==> src/rtl/gol_pkg.sv <==
// gol_pkg: shared board sizes, colours and fetch FSM encoding for the Game of Life display
package gol_pkg;
  localparam int LOG_WIDTH = 4;
  localparam int LOG_HEIGHT = 4;
  localparam int LOG_CELL = 3;
  localparam int CELL_PX = 1 << LOG_CELL;
  localparam logic [5:0] COL_LIVE = 6'b11_11_01;
  localparam logic [5:0] COL_BG = 6'b01_01_01;
  localparam logic [5:0] COL_BORDER = 6'b10_10_10;
  localparam logic [5:0] COL_OFF = 6'b00_00_00;
  typedef enum logic [1:0] {F_IDLE, F_REQ, F_DRAIN} fetch_state_e;
endpackage

==> src/rtl/gol_line_renderer_icon_rom.sv <==
// gol_icon_rom: 8x8 round cell icon, one bit per (row, column)
module gol_icon_rom (
  input  logic [2:0] y,
  input  logic [2:0] x,
  output logic       pix
);
  logic [7:0] row;
  // Rows 0/7 blank, rows 1/6 narrow, middle four rows wide
  always_comb row = (y == 3'd0 || y == 3'd7) ? 8'h00 : (y == 3'd1 || y == 3'd6) ? 8'h3C : 8'h7E;
  assign pix = row[x];
endmodule

==> src/rtl/gol_line_renderer.sv <==
// gol_line_renderer: prefetches a board row each hblank and draws it as 8x8 icons
module gol_line_renderer
  import gol_pkg::*;
#(
  parameter int logWIDTH = LOG_WIDTH,
  parameter int logHEIGHT = LOG_HEIGHT,
  parameter int FRAME_X0 = 256,
  parameter int FRAME_Y0 = 176,
  parameter int H_ACTIVE = 640
) (
  input  logic                          clk,
  input  logic                          reset,
  input  logic [9:0]                    hpos,
  input  logic [9:0]                    vpos,
  input  logic                          display_on,
  input  logic                          hsync_in,
  input  logic                          vsync_in,
  output logic                          rd_en,
  output logic [logWIDTH+logHEIGHT-1:0] rd_addr,
  input  logic                          rd_data,
  output logic [1:0]                    R,
  output logic [1:0]                    G,
  output logic [1:0]                    B,
  output logic                          hsync_out,
  output logic                          vsync_out,
  output logic                          fetch_busy
);
  localparam int W = 1 << logWIDTH;
  localparam logic [9:0] X0 = 10'(FRAME_X0);
  localparam logic [9:0] Y0 = 10'(FRAME_Y0);
  localparam logic [9:0] X1 = 10'(FRAME_X0 + (CELL_PX << logWIDTH));
  localparam logic [9:0] Y1 = 10'(FRAME_Y0 + (CELL_PX << logHEIGHT));
  localparam logic [9:0] HA = 10'(H_ACTIVE);
  localparam logic [9:0] V_LAST = 10'd524;
  logic [9:0] hpos_q, hpos_d, vpos_q, vpos_d;
  logic de_q, de_d, hs_q, hs_d, vs_q, vs_d, hs1_q, hs1_d, vs1_q, vs1_d;
  fetch_state_e state_q, state_d;
  logic [logHEIGHT-1:0] row_q, row_d;
  logic [logWIDTH-1:0] col_q, col_d, wcol_q, wcol_d;
  logic pend_q, pend_d;
  logic [W-1:0] lbuf_q, lbuf_d;
  logic [5:0] rgb_q, rgb_d;
  logic [9:0] nv, ndy, dx;
  logic trig, in_x, in_y, ring_x, ring_y, in_frame, ring, icon_bit, live;
  logic unused_bits;
  gol_icon_rom u_icon (.y(vpos_q[2:0]), .x(hpos_q[2:0]), .pix(icon_bit));
  // Row fetch: trigger at end of active line, 16 requests, then one drain cycle for the last read
  always_comb begin
    nv = (vpos_q == V_LAST) ? 10'd0 : vpos_q + 10'd1;
    ndy = nv - Y0;
    trig = hpos_q == HA && nv >= Y0 && nv < Y1;
    state_d = state_q;
    row_d = row_q;
    col_d = col_q;
    pend_d = state_q == F_REQ;
    wcol_d = col_q;
    lbuf_d = lbuf_q;
    if (pend_q) lbuf_d[wcol_q] = rd_data;
    case (state_q)
      F_IDLE: if (trig) begin
        state_d = F_REQ;
        row_d = ndy[LOG_CELL +: logHEIGHT];
        col_d = '0;
      end
      F_REQ: begin
        col_d = col_q + logWIDTH'(1);
        if (&col_q) state_d = F_DRAIN;
      end
      default: state_d = F_IDLE;
    endcase
  end
  // Pixel path: stage-0 capture, then frame/ring/icon decode into registered colour
  always_comb begin
    hpos_d = hpos;
    vpos_d = vpos;
    de_d = display_on;
    hs_d = hsync_in;
    vs_d = vsync_in;
    hs1_d = hs_q;
    vs1_d = vs_q;
    dx = hpos_q - X0;
    in_x = hpos_q >= X0 && hpos_q < X1;
    in_y = vpos_q >= Y0 && vpos_q < Y1;
    ring_x = hpos_q >= X0 - 10'd1 && hpos_q <= X1;
    ring_y = vpos_q >= Y0 - 10'd1 && vpos_q <= Y1;
    in_frame = de_q && in_x && in_y;
    ring = ring_x && ring_y && !(in_x && in_y);
    live = lbuf_q[dx[LOG_CELL +: logWIDTH]];
    rgb_d = !de_q ? COL_OFF : ring ? COL_BORDER : in_frame ? ((live && icon_bit) ? COL_LIVE : COL_BG) : COL_OFF;
  end
  // All state cleared by synchronous reset, which also aborts any fetch in flight
  always_ff @(posedge clk) begin
    if (reset) begin
      hpos_q <= '0;
      vpos_q <= '0;
      de_q <= 1'b0;
      hs_q <= 1'b0;
      vs_q <= 1'b0;
      hs1_q <= 1'b0;
      vs1_q <= 1'b0;
      state_q <= F_IDLE;
      row_q <= '0;
      col_q <= '0;
      wcol_q <= '0;
      pend_q <= 1'b0;
      lbuf_q <= '0;
      rgb_q <= '0;
    end else begin
      hpos_q <= hpos_d;
      vpos_q <= vpos_d;
      de_q <= de_d;
      hs_q <= hs_d;
      vs_q <= vs_d;
      hs1_q <= hs1_d;
      vs1_q <= vs1_d;
      state_q <= state_d;
      row_q <= row_d;
      col_q <= col_d;
      wcol_q <= wcol_d;
      pend_q <= pend_d;
      lbuf_q <= lbuf_d;
      rgb_q <= rgb_d;
    end
  end
  assign rd_en = state_q == F_REQ;
  assign rd_addr = {row_q, col_q};
  assign fetch_busy = state_q != F_IDLE;
  assign {R, G, B} = rgb_q;
  assign hsync_out = hs1_q;
  assign vsync_out = vs1_q;
  assign unused_bits = ^{dx[LOG_CELL-1:0], dx[9:LOG_CELL+logWIDTH], ndy[LOG_CELL-1:0], ndy[9:LOG_CELL+logHEIGHT]};
endmodule
==> config.mk <==
export PLATFORM = sky130hd
export DESIGN_NAME = gol_line_renderer
export DESIGN_NICKNAME = d
export VERILOG_FILES = /design/src/rtl/gol_pkg.sv /design/src/rtl/gol_line_renderer_icon_rom.sv /design/src/rtl/gol_line_renderer.sv
export SDC_FILE = /design/constraint.sdc
export NUM_CORES = 1
export LEC_CHECK = 0
export BUFFER_PORTS_ARGS = -buffer_cell sky130_fd_sc_hd__buf_2
export CORE_ASPECT_RATIO = 1.25
export CORE_MARGIN = 1
export CORE_UTILIZATION = 40
export DETAILED_ROUTE_END_ITERATION = 8
export PLACE_DENSITY = 0.61
export SLEW_MARGIN = 20
export SYNTH_ARGS = -nofsm -noshare
export SYNTH_HDL_FRONTEND = slang
export SYNTH_SLANG_ARGS = --single-unit
==> constraint.sdc <==
create_clock -name clk -period 3.69 [get_ports clk]
set_input_delay 0 -clock clk [delete_from_list [all_inputs] [get_ports clk]]
set_output_delay 0 -clock clk [all_outputs]
set_load 0.05 [all_outputs]
==> out/results.md <==
| Quantity | Reported | Unit |
| --- | --- | --- |
| Via density per instance | 4.97 | - |
| Most frequently used flop master after synthesis | sky130_fd_sc_hd__dfxtp_1 | - |
| Total standard cell area after synthesis | 0.00269 | mm^2 |
| Routed length per placed instance | 13.3 | um |
| Power density cells | 410 | mW/mm^2 |
| Share of layout cells above drive strength 1 | 20.8 | % |
| Maximum clock path buffer count | 2 | - |
| Gate count of the mapped netlist | 290 | - |
| Total Nets Final | 386 | - |
| Port Buffer Count | 43 | - |
| Post-synth net total | 321 | - |
| Finish-stage setup viols | 0 | - |
| Gp weighted congestion | 0.822 | - |
| Starting DRT DRC Count | 76 | - |
| Pins Over Slew Limit | 0 | - |
| Clock Skews | 0.00674 | ns |
| Maximum number of pins on one net before global-route repair | 48 | - |
| Detail Placement HPWL | 4050 | um |
| Placeable core region | 0.00652 | mm^2 |
| Yosys reg bits | 59 | - |
| Die Y-Extent | 93.6 | um |
| ANT cells | 0 | - |
| Top-level I/O count | 44 | - |
| Number of clock buffers inserted by TritonCTS | 9 | - |
| Initial antenna violation count | 0 | - |
| Starting density of the core | 41.2 | % |
| Type of the tightest min-delay check | primary input to register | - |
| Ys async rst share | 0 | % |
| Max H-tree Level | 3 | - |
| Leak | 1.38 | nW |
| Wire length of the first global-routing pass | 9720 | um |
| Die ar. | 0.00705 | mm^2 |
| Number of hold buffers added after CTS | 28 | - |
| Most area-hungry cell type in the Yosys netlist | sky130_fd_sc_hd__dfxtp_1 | - |
| Post-CTS sizing | 0 | - |
| Startpoint kind of the worst setup timing path | register | - |
| Commonest cells in the synthesized netlist | 59 x sky130_fd_sc_hd__dfxtp_1, 32 x sky130_fd_sc_hd__nor2b_1, 27 x sky130_fd_sc_hd__nand2_1 | - |
| Cells on Worst Hold Path | 2 | - |
| Worst Reg-to-Reg Cells | 8 | - |
| Most used standard cell by instance count after synthesis | sky130_fd_sc_hd__dfxtp_1 | - |
| Number of max-cap violations | 0 | - |
| Required time of the critical path | 3.92 | ns |
| Layout-stage area growth over the synthesis result | 27.2 | % |
| Failing checks | design-rule violations | - |
| TritonCTS clock tree | built | - |
| Portion of synthesized cell area occupied by the leading cell type | 44.0 | % |
| YS warnings | 0 | - |
| Seq/Total Area, Yosys | 44.0 | % |
| Remaining antenna violation count | 0 | - |
| Setup fix buffers added after clock tree synthesis | 0 | - |
| Final critical-path share of the clock period | 83.6 | % |
| CP Data Arrival Time | 3.31 | ns |
| Setup repair after global routing missed its margin | false | - |
| Post-Route Utilization | 52.4 | % |
| Syn Area/Cell | 9.26 | um^2 |
| Core Rows | 33 | - |
| Relative slew slack | 57.9 | % |
| Status | finished, violations left | - |
| Largest vdd supply drop | 0.296 | mV |
| DRC viols | 2 | - |
| Horiz. Die Dim | 75.3 | um |
| Largest fanout on the critical path | 9 | - |
| Number of enable flip-flop cells after synthesis | 0 | - |
| Hold violation count in the final report | 0 | - |
| Aggregate negative setup slack | 0 | ns |
| Ranking of synthesized cells by area | sky130_fd_sc_hd__dfxtp_1 44%, sky130_fd_sc_hd__nor2b_1 7.5%, sky130_fd_sc_hd__mux4_2 4.2% | - |
| Remaining Overflow, GRT | 0 | - |
| Worst skew pair latency | 0.33 | ns |
| Time the worst path needs with I/O delays and setup | 3.08 | ns |
| Critical path type | register to register | - |
| Endpoint kind of the worst setup timing path | register | - |
| Clock root buffer master | sky130_fd_sc_hd__clkbuf_8 | - |
| Fmax | 324 | MHz |
| Number of global-route vias before repair | 2198 | - |
| Tot GR Track Use | 18.5 | % |
| Yosys cell types | 46 | - |
| Vias | 2223 | - |
| Clock sink total | 59 | - |
| Post-Route WL | 5930 | um |
| Clock Pin Slew Worst Setup and Hold Paths | 0.07 | ns |
| Layout fillers | 626 | - |
| Detailed Routing Iterations Pass 1 | 6 | - |
| Least-Margin Pin Slew | 0.630 | ns |
[layout by cell type (no fill, tap or decap), drive strengths merged, types with 3 or more instances in the layout]
master and count:
a21oi 15, a31o 3, buf 44, clkbuf 10
clkinv 4, dfxtp 59, dlygate4sd3 28, ha 5
inv 8, mux2i 10, mux4 5, nand2 27
nand2b 7, nand3 11, nand3b 5, nand4 5
nor2 20, nor2b 32, nor3 9, nor4 7
o21ai 12, xnor2 4, xor2 3
[area by class of cell]
type	instances	area, um^2	area share, %
Clock buffer	10	128	3.74
Timing Repair Buffer	72	503	14.7
Sequential cell	59	1180	34.6
Multi-Input combinational cell	205	1390	40.5
Clock inverter	6	80.1	2.34
Inverter	8	30.0	0.879
Tap cell	87	109	3.19
[path summary, 6_finish.rpt]
kind              from   endpoint  slack [ns]
min reg2reg      vs1_d  vsync_out        0.44
min              reset  vpos_q[5]       0.004
max reg2reg  vpos_q[4]   row_q[0]        0.61
max          vpos_q[4]   row_q[0]        0.61
[state kept, by name (all words and copies together) (netlist names), 2 cells and up]
name / flops
vpos_q: 10
rgb_q: 3
hpos_q: 10
col_q: 4
row_q: 4
state_q: 2
wcol_q: 4
lbuf_q: 16
[layer usage]
layer	vias to the layer above	part of all wire, %	track usage [%]	wire length, um
met5	-	0	0	0
met4	0	2.6	9.41	157
met3	17	3.0	4.74	180
met2	37	52	31.2	3080
met1	1035	42	21.1	2510
li1	1134	-	-	-
[critical path, stage by stage, from the launching register on]
cell and delay, ns:
sky130_fd_sc_hd__dfxtp_1 0.39, sky130_fd_sc_hd__or4_4 0.57, sky130_fd_sc_hd__nor4_4 0.31, sky130_fd_sc_hd__nor2_1 0.09
sky130_fd_sc_hd__ha_1 0.26, sky130_fd_sc_hd__or3_1 0.39, sky130_fd_sc_hd__a32o_1 0.25, sky130_fd_sc_hd__o2111ai_4 0.38
sky130_fd_sc_hd__mux2_4 0.33
[kinds of logic after synthesis]
family                     count (synthesis)  share of synthesized area [%]
buffers and inverters                     26                           4.47
adders and majority gates                  5                           2.33
and+or+nand+nor                          135                           28.0
DFF                                       59                           44.0
AOI/OAI and AO/OA                         42                           10.5
xor gates and xnor gates                   7                           2.28
muxes                                     16                           8.48
[through the flow]
step	instance area, um^2	setup slack, ns	total power, mW	instances	hold WS, ns
2_1_floorplan	2690	0.783	0.739	290	0.0906
3_3_place_gp	2930	0.675	0.766	403	0.209
3_5_place_dp	2930	0.622	0.767	403	0.213
4_1_cts	3420	0.602	1.41	447	0.00239
5_1_grt	3420	0.464	1.45	447	0.0196
6_report	3420	0.606	1.40	447	0.00370
[report_power, final]
group          internal, mW  total (mW)  switching (mW)
logic                0.0561       0.104          0.0476
clock network         0.375       0.624           0.249
registers             0.652       0.672          0.0201
total                  1.08        1.40           0.317
(Power assumes the default switching activity.)
